<file path="src/rtl/matrix_decoder_pkg.sv">
// Shared definitions for the 5x5 bit-matrix slice decoder.
// Build option: PARITY_CHECK_EN adds a trailing even-parity bit per slice.
package matrix_decoder_pkg;

  localparam int unsigned SLICE_W = 25;
  localparam int unsigned ROW_W   = 5;

  typedef enum logic [1:0] {
    ST_IDLE  = 2'd0,
    ST_SHIFT = 2'd1,
    ST_PAR   = 2'd2,
    ST_OUT   = 2'd3
  } state_t;

  // Encoded bit index that holds plain bit (row y, column x): undoes the row rotation.
  function automatic int unsigned decode_idx(input int unsigned y, input int unsigned x);
    return ROW_W * y + ((x + ROW_W - y) % ROW_W);
  endfunction

endpackage

</file>
<file path="src/rtl/matrix_unpermute.sv">
// Combinational row-unrotate of one encoded 25-bit slice.
// Build option: none (PARITY_CHECK_EN does not affect this block).
module matrix_unpermute
  import matrix_decoder_pkg::*;
(
  input  logic [SLICE_W-1:0] enc,
  output logic [SLICE_W-1:0] plain
);

  // Pure wiring: each plain bit picks its rotated source bit in the same row.
  for (genvar y = 0; y < ROW_W; y++) begin : g_row
    for (genvar x = 0; x < ROW_W; x++) begin : g_col
      assign plain[ROW_W*y + x] = enc[decode_idx(y, x)];
    end
  end

endmodule

</file>
<file path="src/rtl/matrix_decoder.sv">
// Serial-in 5x5 matrix slice decoder with valid/ready output and frame control.
// Build option: PARITY_CHECK_EN -> 26-bit slices with even parity, par_err reported.
module matrix_decoder
  import matrix_decoder_pkg::*;
#(
  parameter int unsigned NUM_SLICES  = 64,
  parameter int unsigned SLICE_CNT_W = 7
)
(
  input  logic               clk,
  input  logic               rst,
  input  logic               start,
  input  logic               sin,
  input  logic               sin_valid,
  output logic               sin_ready,
  output logic [SLICE_W-1:0] dout,
  output logic               dout_valid,
  input  logic               dout_ready,
  output logic               par_err,
  output logic               busy,
  output logic               done
);

  localparam int unsigned BIT_CNT_W = 5;
  localparam logic [BIT_CNT_W-1:0]   LAST_BIT   = BIT_CNT_W'(SLICE_W - 1);
  localparam logic [SLICE_CNT_W-1:0] LAST_SLICE = SLICE_CNT_W'(NUM_SLICES - 1);

  state_t                 state;
  logic [SLICE_W-1:0]     shreg;
  logic [BIT_CNT_W-1:0]   bit_cnt;
  logic [SLICE_CNT_W-1:0] slice_cnt;
`ifdef PARITY_CHECK_EN
  logic                   par_q;
`endif

  // Serial input is accepted only while collecting data or parity bits.
  assign sin_ready = (state == ST_SHIFT) || (state == ST_PAR);

  // Decoded slice is a pure function of the shift register.
  matrix_unpermute u_unpermute (
    .enc   (shreg),
    .plain (dout)
  );

`ifdef PARITY_CHECK_EN
  assign par_err = par_q;
`else
  assign par_err = 1'b0;
`endif

  // Frame FSM, deserialiser and counters with registered status outputs.
  always_ff @(posedge clk) begin
    if (!rst) begin
      state      <= ST_IDLE;
      shreg      <= '0;
      bit_cnt    <= '0;
      slice_cnt  <= '0;
      dout_valid <= 1'b0;
      busy       <= 1'b0;
      done       <= 1'b0;
`ifdef PARITY_CHECK_EN
      par_q      <= 1'b0;
`endif
    end else begin
      done <= 1'b0;
      case (state)
        ST_IDLE: begin
          if (start) begin
            state     <= ST_SHIFT;
            bit_cnt   <= '0;
            slice_cnt <= '0;
            busy      <= 1'b1;
`ifdef PARITY_CHECK_EN
            par_q     <= 1'b0;
`endif
          end
        end
        ST_SHIFT: begin
          if (sin_valid) begin
            shreg   <= {shreg[SLICE_W-2:0], sin};
            bit_cnt <= bit_cnt + BIT_CNT_W'(1);
            if (bit_cnt == LAST_BIT) begin
`ifdef PARITY_CHECK_EN
              state      <= ST_PAR;
`else
              state      <= ST_OUT;
              dout_valid <= 1'b1;
`endif
            end
          end
        end
`ifdef PARITY_CHECK_EN
        ST_PAR: begin
          if (sin_valid) begin
            par_q      <= (^shreg) ^ sin;
            state      <= ST_OUT;
            dout_valid <= 1'b1;
          end
        end
`endif
        ST_OUT: begin
          if (dout_ready) begin
            dout_valid <= 1'b0;
            if (slice_cnt == LAST_SLICE) begin
              state <= ST_IDLE;
              busy  <= 1'b0;
              done  <= 1'b1;
            end else begin
              state     <= ST_SHIFT;
              slice_cnt <= slice_cnt + SLICE_CNT_W'(1);
              bit_cnt   <= '0;
`ifdef PARITY_CHECK_EN
              par_q     <= 1'b0;
`endif
            end
          end
        end
        default: state <= ST_IDLE;
      endcase
    end
  end

endmodule

</file>
<file path="config.mk">
export PLATFORM = sky130hd
export DESIGN_NAME = matrix_decoder
export DESIGN_NICKNAME = d
export VERILOG_FILES = /design/src/rtl/matrix_decoder_pkg.sv /design/src/rtl/matrix_unpermute.sv /design/src/rtl/matrix_decoder.sv
export SDC_FILE = /design/constraint.sdc
export NUM_CORES = 1
export LEC_CHECK = 0
export ABC_AREA = 1
export BUFFER_PORTS_ARGS = -buffer_cell sky130_fd_sc_hd__buf_4
export CAP_MARGIN = 20
export CORE_MARGIN = 5
export CORE_UTILIZATION = 50
export CTS_BUF_LIST = sky130_fd_sc_hd__clkbuf_8
export DETAILED_ROUTE_END_ITERATION = 10
export PLACE_DENSITY_LB_ADDON = 0.1
export SYNTH_ARGS = -nofsm -noshare
export SYNTH_HDL_FRONTEND = slang
export SYNTH_SLANG_ARGS = --single-unit
export TNS_END_PERCENT = 100
</file>
<file path="constraint.sdc">
create_clock -name clk -period 2.6 [get_ports clk]
set_input_delay 0.39 -clock clk [delete_from_list [all_inputs] [get_ports clk]]
set_output_delay 0.39 -clock clk [all_outputs]
set_load 0.005 [all_outputs]
</file>
### Yosys cells after proc, flatten, opt, wreduce, memory -nomap -nowiden

Cells that the tools add are included.

* input port bits: 6
* word-level logic and storage cells: 56
* bits in registers: 42

* muxes and demuxes: 24
* reductions and logical operators: 12
* equality and inequality tests: 11
* $add $sub $neg: 2

Operator list (number)
* two-way mux 7 bit: 3
* two-way mux 5 bit: 4
* AND reduction 4 bit: 4
* one-hot mux 5 bit (3 select lines): 1
* one-hot mux 7 bit (2 select lines): 1
* != test 2 bit (second input constant): 5
* two-way mux 1 bit: 8
* two-way mux 2 bit: 4
* adder 7 x 1 -> 7 bit (second input constant): 1
* equality test 7 x 6 -> 1 bit (second input constant): 1
* one-hot mux 2 bit (3 select lines): 1
* adder 5 x 1 -> 5 bit (second input constant): 1
* equality test 5 bit (second input constant): 1
* AND reduction 5 bit: 1
* equality test 2 bit (second input constant): 2
* one-hot mux 1 bit (2 select lines): 2
* nonzero test 2 bit: 2
* AND reduction 3 bit: 1
* nonzero test 3 bit: 1
* equality test 2 x 1 -> 1 bit (second input constant): 1
* logical NOT 2 bit: 1
* != test 2 x 1 -> 1 bit (second input constant): 1
* AND reduction 2 bit: 1
* logical OR 1 bit: 1

### Depth between registers and ports, before layout

Gate-level depths: netlist of the first run.

* word-level depth: 4
* mapped depth: 10
* gate-level depth less buffers: 10

### Modules after synthesis

Synthesis of the first run repeated with hierarchy kept, for this count alone.

* cells, all modules: 295
* area total of the unflattened synthesis: 2144.6 um2

By module, submodules not included
* matrix_decoder: area each 1956.9 um2, times used 1, cells each 270, sequential area each 840.8 um2
* matrix_unpermute: area each 187.7 um2, times used 1, cells each 25, sequential area each 0.0 um2

### Worst setup path before layout of the first run

Ideal clock, no wire load.

* kind: reg-to-reg
* from: reg state[1]
* to: reg bit_cnt[2]
* setup time: 0.120 ns
* clock period less this slack: 1.375 ns
* setup slack: 1.225 ns
* data arrival time: 1.255 ns
* data required time: 2.480 ns
* stages on the path, launching flop included: 10
* path through: dfxtp_1 inv_1 ha_1 buf_4 nand2_1 nand3_2 nor2_4 nand2_1 nand2_1 a21oi_1

* longest elaborated chain between the ends: 3
* elaborated cells on any way between the ends: 10
* classes of those cells: 6 x eq/ne; 1 x mux; 3 x reduce/logical

Ends and longest elaborated chain
* from (decl): line matrix_decoder.sv:28 `state_t state;`
* from (signal assigned): line matrix_decoder.sv:54 `state <= ST_IDLE;`
* from (signal assigned): line matrix_decoder.sv:69 `state <= ST_SHIFT;`
* from (signal assigned): line matrix_decoder.sv:86 `state <= ST_OUT;`
* equality test 2 bit, or another cell as far along: line matrix_decoder.sv:66 `case (state)`
* != test 2 bit (no source line) or nonzero test 3 bit (tied branches)
* AND reduction 5 bit (no source line)
* to (signal assigned): line matrix_decoder.sv:81 `bit_cnt <= bit_cnt + BIT_CNT_W'(1);`
* to (decl): line matrix_decoder.sv:30 `logic [BIT_CNT_W-1:0] bit_cnt;`

Several ways; a longest one is shown, not always the timed one.
A chain may end at the register's enable or synchronous reset.

### Worst setup path after layout of the first run

* from: reg state[1]
* to: reg shreg[12]

* longest elaborated chain between the ends: 2

Ends and longest elaborated chain
* equality test 2 x 1 -> 1 bit: line matrix_decoder.sv:66
* AND reduction 2 bit (no source line)
* to (signal assigned): line matrix_decoder.sv:80 `shreg <= {shreg[SLICE_W-2:0], sin};`
* to (decl): line matrix_decoder.sv:29 `logic [SLICE_W-1:0] shreg;`

Every way passes these cells.

==> results of run 1 <==
==> tightest hold or removal path: stages <==
cell and delay, ns:
buf_4 0.07, o21ai_0 0.07, nor2_1 0.08
==> metal layers <==
metal	wire (µm)	GRT usage
met5	0	0
met4	46	0.0717
met3	186	0.0402
met2	1860	0.270
met1	1870	0.194
==> how the worst max path moves through the flow <==
stage / start / to / slack (ns) / depth (start not counted)
final: state[1] / shreg[12] / 0.87 / 7
after global routing: state[1] / shreg[9] / 0.71 / 7
after CTS: state[1] / shreg[12] / 0.87 / 7
after detailed placement: state[1] / shreg[12] / 0.88 / 7
after global placement: state[1] / shreg[16] / 0.95 / 7
after floorplan: state[1] / bit_cnt[2] / 1.22 / 9
==> cell usage after synthesis (all sizes together) <==
master / number / area (µm²)
nor3: 2 / 10.0
nand2: 44 / 183
nor2: 71 / 292
clkbuf: 4 / 15.0
inv: 23 / 86.3
xnor2: 1 / 8.76
nor3b: 1 / 7.51
nand4: 2 / 12.5
buf: 9 / 68.8
o21bai: 1 / 7.51
o21ai: 28 / 140
conb: 1 / 3.75
a21oi: 13 / 65.1
a31oi: 1 / 6.26
nand3: 20 / 123
dfxtp: 42 / 841
ha: 7 / 87.6
==> cells in the final DEF (no fill, tap or decap), drive strengths merged, types with 6 or more instances in the layout <==
cell | Yosys | layout
nor2 | 71 | 71
nand2 | 44 | 44
dfxtp | 42 | 42
buf | 9 | 35
o21ai | 28 | 28
inv | 23 | 23
nand3 | 20 | 20
a21oi | 13 | 13
ha | 7 | 7
clkbuf | 4 | 6
==> area by class of cell <==
class	count	area, µm²
Inverter	23	86.3
Fill cell	370	1410
Timing Repair Buffer	35	263
Sequential cell	42	841
Clock inverter	1	30.0
Multi-Input combinational cell	192	946
Clock buffer	6	82.6
Tap cell	48	60.1
==> where the power goes <==
group | switching (W) | leakage [nW] | internal [W] | total, W
Sequential | 0.000122 | 0.343 | 0.000798 | 0.000920
Combinational | 0.000488 | 0.650 | 0.000380 | 0.000869
Clock | 0.000221 | 0.0573 | 0.000307 | 0.000529
==> registers in the layout, indices dropped and copies added, names as in the netlist <==
name / count
done: 1
shreg: 25
slice_cnt: 7
dout_valid: 1
busy: 1
state: 2
bit_cnt: 5
==> logic make-up (layout without fill, tap and decap cells) <==
family,after synthesis,after routing,share of synthesized area
buffers and inverters,36,65,0.0870
xor gates and xnor gates,1,1,0.00448
other,1,1,0.00192
adders and majority gates,7,7,0.0448
DFF,42,42,0.430
AOI/OAI and AO/OA,43,43,0.112
and+or+nand+nor,140,140,0.320
==> metrics by stage <==
stage | util | total power [W]
6_report | 0.621 | 0.00232
3_5_place_dp | 0.591 | 0.00181
2_1_floorplan | - | 0.00152
5_1_grt | 0.621 | 0.00251
4_1_cts | 0.621 | 0.00235
3_3_place_gp | 0.591 | 0.00180
==> results by group, run 1 <==
Job
  • Max_cap viols: 0

Clock tree
  • Post-CTS sizing: 0
  • Clock Latency Late Sink: roughly 0.29 ns
  • Clk sink count: 42
  • Clk buf depth: 2
  • Clk root buf: clkbuf_8
  • CTS tree: done
  • Clock transition at the registers of the reported paths: ~0.080 ns
  • # H-tree levels: 2
  • CTS Buf Count: 5
  • Post-CTS setup buffers: 0
  • CTS Hold Bufs: 0

Drt
  • Drt wl/cell: about 11 µm
  • Initial DRC Count: a little under 80
  • Drt first pass iters: 4
  • Total number of vias: 1,691
  • Antenna viol nets, final: 0
  • Drt via density: just under 5
  • # DRC: 0
  • Post-Route WL: between 3 and 4 mm

Worst setup path
  • CP Launch Type: register
  • Worst EP arrival: between 1.5 and 2 ns
  • CP most frequent cell: nor2_1
  • Buffers and inverters on the worst path: 3
  • CP Max Fanout: 26
  • Worst R2R End: shreg[12]
  • Crit path kind: register to register
  • CP endpoint kind: register
  • R2R Setup Slk: between 0.8 and 0.9 ns
  • CP max stage cell: ha_1
  • Worst r2r path cells: 7
  • Worst path required time: between 2 and 3 ns
  • Cell family with most CP delay: buffers and inverters
  • Max stage delay on crit path: around 0.37 ns
  • R2R Path Start: state[1]
  • Cells along the critical path: inv_1 -> ha_1 -> nand2_1 -> buf_4 -> inv_2 -> nor2_1 -> nor2_1

Yosys
  • Register area share after synthesis: 0.430
  • Syn Inst Count: 270
  • Cell variety after synth: 27
  • Avg Cell Area, Syn: approximately 7.2 µm²
  • Ys Warns: 0
  • Syn Nets: 283
  • Synth Register Bits: 42
  • Synth Cell Area: 0.00196 mm²

STA
  • Final setup margin: 0.873 ns
  • Max-slew violation count: 0
  • Fmax: between 0.5 and 0.6 GHz
  • Final period util: 0.664
  • RSZ-0062 raised after global routing: no
  • Final min period: about 1.7 ns
  • Setup TNS: 0 ns
  • Final hold vios: 0
  • Endpoints failing setup: 0
  • Worst Skew: between 0.002 and 0.003 ns
  • Hold slack final: between 0.3 and 0.4 ns

Global routing
  • Total grt overflow: 0
  • Vias in the first global route: 1,592
  • Largest net degree at the start of global routing: 38
  • Gr usage total: 0.161
  • Initial antenna violation count: 0
  • First-pass GRT wire length: 6.82 mm

Floorplanning
  • Site row count: 22
  • Core area: roughly 0.0037 mm²
  • IO Pins: 36
  • Die H: about 73 µm
  • Die area: ~0.0053 mm²
  • Starting density of the core: 0.527
  • Chip width: a little over 70 µm

Placed design
  • Dpl hpwl: around 2.8 mm
  • Placed Instances: between 300 and 400
  • Placed cell area: about 0.0022 mm²
  • Routability cong.: slightly below 0.8
  • Setup WS pre-CTS: between 0.8 and 0.9 ns
  • Port Buffers: 34

Power and ir drop
  • Worst VDD drop: roughly 0.66 mV
  • Leakage power: between 1 and 1.5 nW
  • PwrDens: 1000 mW/mm²

Final layout
  • Final cell count without fillers: approximately 350
  • Share of layout cells above drive strength 1: 0.187
  • Area Growth Syn to Fin: 18.0%
  • Final Cell Area: approximately 0.0023 mm²
  • Final net count: roughly 310
  • N_diodes: 0

Worst hold path
  • Hold Crit Class: primary input to register
  • Worst Hold End: shreg[0]
  • Hold depth: 3
  • Hold Crit Start: sin

Outcome
  • Outcome: complete, no violations
Power figures use the tool's default switching activity.
==> run 2, diff against run 1 <==
--- a/config.mk
+++ b/config.mk
@@ -5,7 +5,7 @@
 export SDC_FILE = /design/constraint.sdc
 export NUM_CORES = 1
 export LEC_CHECK = 0
-export ABC_AREA = 1
+export ABC_AREA = 0
 export BUFFER_PORTS_ARGS = -buffer_cell sky130_fd_sc_hd__buf_4
 export CAP_MARGIN = 20
 export CORE_MARGIN = 5
==> constraint.sdc (replaced) <==
create_clock -name clk -period 1.8 [get_ports clk]
set_input_delay 0.27 -clock clk [delete_from_list [all_inputs] [get_ports clk]]
set_output_delay 0.27 -clock clk [all_outputs]
set_load 0.005 [all_outputs]
==> results by group, run 2 <==
STA
  • Final setup margin: -0.00961 ns (-0.883 ns)
  • RSZ-0062 raised after global routing: yes
  • Setup TNS: -0.00961 ns (-0.00961 ns)
  • Hold slack final: 0.233 ns (-0.119 ns)
  • Max-slew violation count: 0 (unchanged)
  • Final period util: 1.01 (+0.341)
  • Final min period: 1.81 ns (+0.0826 ns)
  • Fmax: 0.553 GHz (-4.6%)
  • Endpoints failing setup: 1 (+1)
  • Final hold vios: 0 (unchanged)
  • Worst Skew: 0.00445 ns (+0.00153 ns)

Floorplanning
  • Die H: 71.2 µm (-1.9%)
  • Die area: 0.00506 mm² (-3.8%)
  • Starting density of the core: 0.515 (-0.0118)
  • Core area: 0.00363 mm² (-2.2%)
  • Site row count: 22 (unchanged)
  • IO Pins: 36 (unchanged)
  • Chip width: 71.2 µm (-1.9%)

Yosys
  • Ys Warns: 0 (unchanged)
  • Synth async-reset ratio: 0 (unchanged)
  • Avg Cell Area, Syn: 8.06 µm² (+11%)
  • Top_reg_cell synth: dfxtp_1
  • Top-count cell post-synth: nand2_1
  • Synth Cell Area: 0.00187 mm² (-4.4%)
  • Synth Register Bits: 42 (unchanged)
  • Cell variety after synth: 39 (+44%)
  • Register area share after synthesis: 0.449 (+0.0198)
  • Area share of the largest cell type after synthesis: 0.449 (+0.0198)
  • Top area cells in the synthesized netlist: dfxtp_1 (45%), nand2_1 (13%), a21oi_1 (8.0%)
  • Syn Inst Count: 232 (-14%)
  • Synth area leader: dfxtp_1
  • Post-synth EDFFs: 0 (unchanged)
  • Syn Nets: 245 (-13%)
  • Post-synth top cells: nand2_1 (64), dfxtp_1 (42), a21oi_1 (30), clkbuf_1 (12), o21ai_0 (8)

Worst setup path
  • Cells along the critical path: inv_2 -> ha_4 -> nor2b_4 -> or4_4 -> or4_4 -> a31oi_1
  • CP Launch Type: register
  • Worst R2R End: bit_cnt[2]
  • CP most frequent cell: or4_4
  • Crit path kind: register to register
  • Worst EP arrival: 2.03 ns (+0.07 ns)
  • R2R Path Start: state[0]
  • CP endpoint kind: register
  • CP max stage cell: or4_4
  • CP Max Fanout: 4 (-85%)
  • Max stage delay on crit path: 0.50 ns (+0.13 ns)
  • R2R Setup Slk: -0.01 ns (-0.88 ns)
  • Worst setup path start: state[0]
  • Worst r2r path cells: 6 (-1)
  • Worst path required time: 2.02 ns (-0.81 ns)
  • Crit path to: bit_cnt[2]

Drt
  • Initial DRC Count: 128 (+64%)
  • Post-Route WL: 4.01 mm (+1.2%)
  • Total number of vias: 1,711 (+1.2%)
  • # DRC: 0 (unchanged)
  • Antenna viol nets, final: 0 (unchanged)
  • Drt first pass iters: 4 (unchanged)
  • Drt wl/cell: 12.5 µm (+9.0%)
  • Drt via density: 5.31 (+9.0%)

Placed design
  • Routability cong.: 0.816 (+5.4%)
  • Port Buffers: 34 (unchanged)
  • Placed cell area: 0.00224 mm² (+2.1%)
  • Dpl hpwl: 2.79 mm (+0.97%)

Global routing
  • Vias in the first global route: 1,508 (-5.3%)
  • Initial antenna violation count: 0 (unchanged)
  • Total grt overflow: 0 (unchanged)
  • Largest net degree at the start of global routing: 26 (-32%)
  • Gr usage total: 0.159 (-0.00212)
  • First-pass GRT wire length: 6.73 mm (-1.2%)

Final layout
  • Most common cell after layout, fill and taps aside: nand2_1
  • Area of the multi-input gates: 988 µm² (+4.5%)
  • Largest Register: shreg
  • Max FFs per register: 25 (unchanged)
  • Area Growth Syn to Fin: 26.7%
  • N_diodes: 0 (unchanged)
  • Share of layout cells above drive strength 1: 0.259 (+0.0718)
  • Most frequent cells in the layout: nand2_1 (64), buf_4 (48), dfxtp_1 (40), a21oi_1 (30), o21ai_0 (7)
  • Register area: 843 µm² (+0.30%)
  • Final Cell Area: 0.00237 mm² (+2.7%)
  • Top Registers: shreg x25, slice_cnt x7, bit_cnt x5
  • Final net count: 286 (-8.3%)
  • Fillers: 334 (-9.7%)

Outcome
  • Outcome: complete, but fails checks
  • Violated checks: setup timing

Power and ir drop
  • Net switching power: 0.000467 W (-44%)
  • Internal: 0.00134 W (-9.6%)
  • Combinational power share: 0.130 (-0.245)
  • Switch share: 0.258 (-0.101)
  • Sequential share of power: 0.524 (+0.127)
  • Worst VDD drop: 0.519 mV (-22%)
  • PwrDens: 764 mW/mm² (-24%)
  • Clock power frac: 0.346 (+0.118)
  • Leakage power: 0.949 nW (-9.6%)

Clock tree
  • CTS Buf Count: 5 (unchanged)
  • Post-CTS setup buffers: 0 (unchanged)
  • Clock Latency Late Sink: 0.28 ns (about the same)
  • CTS Hold Bufs: 0 (unchanged)
  • # H-tree levels: 2 (unchanged)
  • Clk sink count: 42 (unchanged)
  • Clk buf depth: 2 (unchanged)
  • Clock transition at the registers of the reported paths: 0.08 ns (about the same)
  • Clk root buf: clkbuf_8
  • CTS tree: done

Worst hold path
  • Hold Crit Class: primary input to register
  • Hold Crit Start: sin

Job
  • Max_cap viols: 0 (unchanged)
==> run 2: critical path, delay by kind of cell, from the launching register on <==
kind	cells	cell delay [ns]
flops	1	0.36
buf+inv	1	0.06
fa+ha+maj	1	0.15
simple gates	3	1.03
compound gates	1	0.13
==> run 2: final cells by class <==
type,instances,area share
multi-input cells,170,0.417
flip-flops and latches,42,0.356
repair buffers,48,0.152
clock buffers,6,0.0348
well taps,48,0.0253
inverters,6,0.00950
clock inverters,2,0.00528
==> run 2: power by group through the flow <==
stage	Combinational, W	Clock, W	Sequential, W
floorplan	0.000139	0	0.000970
global placement	0.000217	0	0.000970
detailed placement	0.000218	0	0.000971
CTS	0.000229	0.000640	0.000949
global route	0.000260	0.000688	0.000952
finish	0.000236	0.000626	0.000949
==> run 2: logic make-up after synthesis <==
| kind of cell | after synthesis | share of synthesized area |
|---|---|---|
| simple gates | 108 | 0.284 |
| fa+ha+maj | 7 | 0.0468 |
| compound gates | 53 | 0.167 |
| other cells | 1 | 0.00200 |
| flops | 42 | 0.450 |
| buf+inv | 20 | 0.0462 |
| mux | 1 | 0.00535 |
==> run 2: what timing repair did <==
| action | in CTS | in global routing |
|---|---|---|
| pin swaps | 0 | 0 |
| endpoints found under the setup margin | 5 | 4 |
| gates resized for setup | 6 | 5 |
==> run 2: worst min-delay path by stage <==
stage,to,cells after the start
detailed placement,slice_cnt[6],1
global route,shreg[0],3
CTS,shreg[0],3
finish,shreg[0],3
floorplan,shreg[0],2
global placement,shreg[24],2
==> run 2: per-layer routing <==
layer	wire length (µm)	part of all wire	global-route usage
met1	1870	0.47	0.209
met2	1870	0.47	0.257
met3	225	0.056	0.0313
met4	42	0.010	0.0605
met5	0	0	0
==> run 2: per-stage QoR <==
step	cells	worst slack (ns)	power, W	util
6_report	322	-0.00961	0.00181	0.652
2_1_floorplan	232	-0.0122	0.00111	-
4_1_cts	322	-0.00711	0.00182	0.648
3_5_place_dp	314	-0.0456	0.00119	0.617
3_3_place_gp	314	0.00488	0.00119	0.617
5_1_grt	322	-0.0718	0.00190	0.652
==> run 3, diff against run 2 <==
--- a/config.mk
+++ b/config.mk
@@ -6,13 +6,15 @@
 export NUM_CORES = 1
 export LEC_CHECK = 0
 export ABC_AREA = 0
-export BUFFER_PORTS_ARGS = -buffer_cell sky130_fd_sc_hd__buf_4
 export CAP_MARGIN = 20
+export CORE_ASPECT_RATIO = 0.9
 export CORE_MARGIN = 5
 export CORE_UTILIZATION = 50
 export CTS_BUF_LIST = sky130_fd_sc_hd__clkbuf_8
 export DETAILED_ROUTE_END_ITERATION = 10
+export DONT_BUFFER_PORTS = 1
 export PLACE_DENSITY_LB_ADDON = 0.1
+export REMOVE_ABC_BUFFERS = 1
 export SYNTH_ARGS = -nofsm -noshare
 export SYNTH_HDL_FRONTEND = slang
 export SYNTH_SLANG_ARGS = --single-unit
==> results by group, run 3 (same netlist as run 2, synthesis figures left out) <==
STA
  • RSZ-0062 raised after global routing: yes
  • Final min period: 1.85 ns (+0.0374 ns)
  • Max-slew violation count: 0 (unchanged)
  • Final setup margin: -0.0470 ns (-0.0374 ns)
  • Final hold vios: 0 (unchanged)
  • Final period util: 1.03 (+0.0208)
  • Endpoints failing setup: 1 (unchanged)
  • Fmax: 0.541 GHz (-2.0%)
  • Worst Skew: 0.00229 ns (-0.00216 ns)

Clock tree
  • # H-tree levels: 2 (unchanged)
  • Clock transition at the registers of the reported paths: 0.08 ns (about the same)
  • Clk sink count: 42 (unchanged)
  • Clk buf depth: 2 (unchanged)
  • CTS tree: done
  • CTS Buf Count: 5 (unchanged)
  • Clock Latency Late Sink: 0.29 ns (about the same)
  • Clk root buf: clkbuf_8

Worst setup path
  • R2R Path Start: state[1]
  • CP Launch Type: register
  • CP Max Fanout: 4 (unchanged)
  • CP max stage cell: or4_4
  • Worst path required time: 2.02 ns (about the same)
  • CP endpoint kind: register
  • Worst EP arrival: 2.07 ns (+0.04 ns)
  • Cells along the critical path: buf_6 -> ha_4 -> nor2b_4 -> or4_4 -> or4_1 -> a31oi_1
  • Crit path kind: register to register
  • Worst setup path start: state[1]
  • Max stage delay on crit path: 0.47 ns (-0.03 ns)

Power and ir drop
  • Post-layout total power: 0.00178 W (-1.7%)
  • Worst VDD drop: 0.358 mV (-31%)
  • PwrDens: 815 mW/mm² (+6.7%)
  • Leakage power: 0.794 nW (-16%)

Floorplanning
  • Die H: 68.0 µm (-4.4%)
  • Starting density of the core: 0.509 (-0.00630)
  • Chip width: 74.5 µm (+4.6%)
  • Die area: 0.00507 mm² (about the same)
  • IO Pins: 36 (unchanged)
  • Site row count: 21 (-4.5%)
  • Core area: 0.00368 mm² (+1.2%)

Final layout
  • Fillers: 332 (-0.60%)
  • Largest Register: shreg
  • Area Growth Syn to Fin: 16.7%
  • N_diodes: 0 (unchanged)
  • Top Registers: shreg x25, slice_cnt x7, bit_cnt x5
  • Most common cell after layout, fill and taps aside: nand2_1
  • Final net count: 255 (-11%)
  • Most frequent cells in the layout: nand2_1 (64), dfxtp_1 (40), a21oi_1 (30), buf_4 (14), o21ai_0 (7)
  • Share of layout cells above drive strength 1: 0.189 (-0.0698)
  • Final Core Density: 0.594 (-0.0587)
  • Max FFs per register: 25 (unchanged)

Placed design
  • Routability cong.: 0.783 (-4.0%)
  • Port Buffers: 0 (-100%)
  • Dpl hpwl: 2.91 mm (+4.6%)

Drt
  • # DRC: 0 (unchanged)
  • Drt first pass iters: 5 (+1)
  • Drt wl/cell: 15.1 µm (+21%)
  • Initial DRC Count: 88 (-31%)
  • Total number of vias: 1,653 (-3.4%)
  • Post-Route WL: 4.36 mm (+8.7%)
  • Antenna viol nets, final: 0 (unchanged)
  • Drt via density: 5.72 (+7.6%)

Job
  • Max_cap viols: 0 (unchanged)

Global routing
  • Vias in the first global route: 1,662 (+10%)
  • First-pass GRT wire length: 7.19 mm (+6.8%)
  • Total grt overflow: 0 (unchanged)
  • Gr usage total: 0.182 (+0.0225)
  • Initial antenna violation count: 0 (unchanged)
  • Largest net degree at the start of global routing: 29 (+12%)

Outcome
  • Violated checks: setup timing
  • Outcome: complete, but fails checks

Worst hold path
  • Hold Crit Start: rst
  • Hold Crit Class: primary input to register
==> run 3: cell type report <==
cell class,instances,area (µm²),area share
Inverter,6,25.0,0.0115
Multi-Input combinational cell,170,1030,0.472
Timing Repair Buffer,17,139,0.0636
Clock buffer,5,68.8,0.0315
Clock inverter,3,17.5,0.00802
Tap cell,46,57.6,0.0264
Sequential cell,42,846,0.387
==> run 3: path summary, 6_finish.rpt <==
path / to / slack (ns) / cells past startpoint
setup / recovery: bit_cnt[2] / -0.05 / 6
hold / removal: state[0] / 0.10 / 1
setup reg to reg: bit_cnt[2] / -0.05 / 6
hold reg to reg: slice_cnt[6] / 0.46 / 1
==> run 3: stage by stage <==
stage / setup WS [ns] / setup TNS, ns / instance area, µm² / std cells / hold slack, ns
6_report: -0.0470 / -0.0470 / 2180 / 289 / 0.105
5_1_grt: -0.0911 / -0.164 / 2180 / 289 / 0.0903
4_1_cts: -0.0404 / -0.0404 / 2100 / 289 / 0.0958
3_5_place_dp: -0.213 / -0.657 / 1980 / 280 / 0.417
3_3_place_gp: -0.137 / -0.139 / 1980 / 280 / 0.413
2_1_floorplan: -0.227 / -0.227 / 1810 / 218 / 0.403
==> run 3: where the power goes <==
part / switching [W] / internal (W) / total (W)
registers: 0.00000944 / 0.000938 / 0.000948
clock network: 0.000322 / 0.000268 / 0.000590
logic: 0.000145 / 0.0000974 / 0.000242
==> run 3: critical path, delay by kind of cell (launching register included) <==
| family | cells | cell delay, ns |
|---|---|---|
| flip-flops | 1 | 0.37 |
| AND/OR/NAND/NOR | 3 | 1.01 |
| AO/OA/AOI/OAI | 1 | 0.13 |
| buffers and inverters | 1 | 0.12 |
| adder cells (fa/ha/maj) | 1 | 0.15 |
==> run 3: layer usage <==
metal	GRT usage	share of wire	up-vias
met2	0.313	0.49	51
li1	-	-	825
met3	0.0661	0.084	7
met4	0.0800	0.013	0
met1	0.201	0.41	770
met5	0	0	-
==> run 3: timing repair <==
action	4_1_cts	5_1_grt
endpoints found under the setup margin	33	11
hold buffers	0	0
resized for setup	8	23
pin swaps	2	1
buffers inserted	1	0
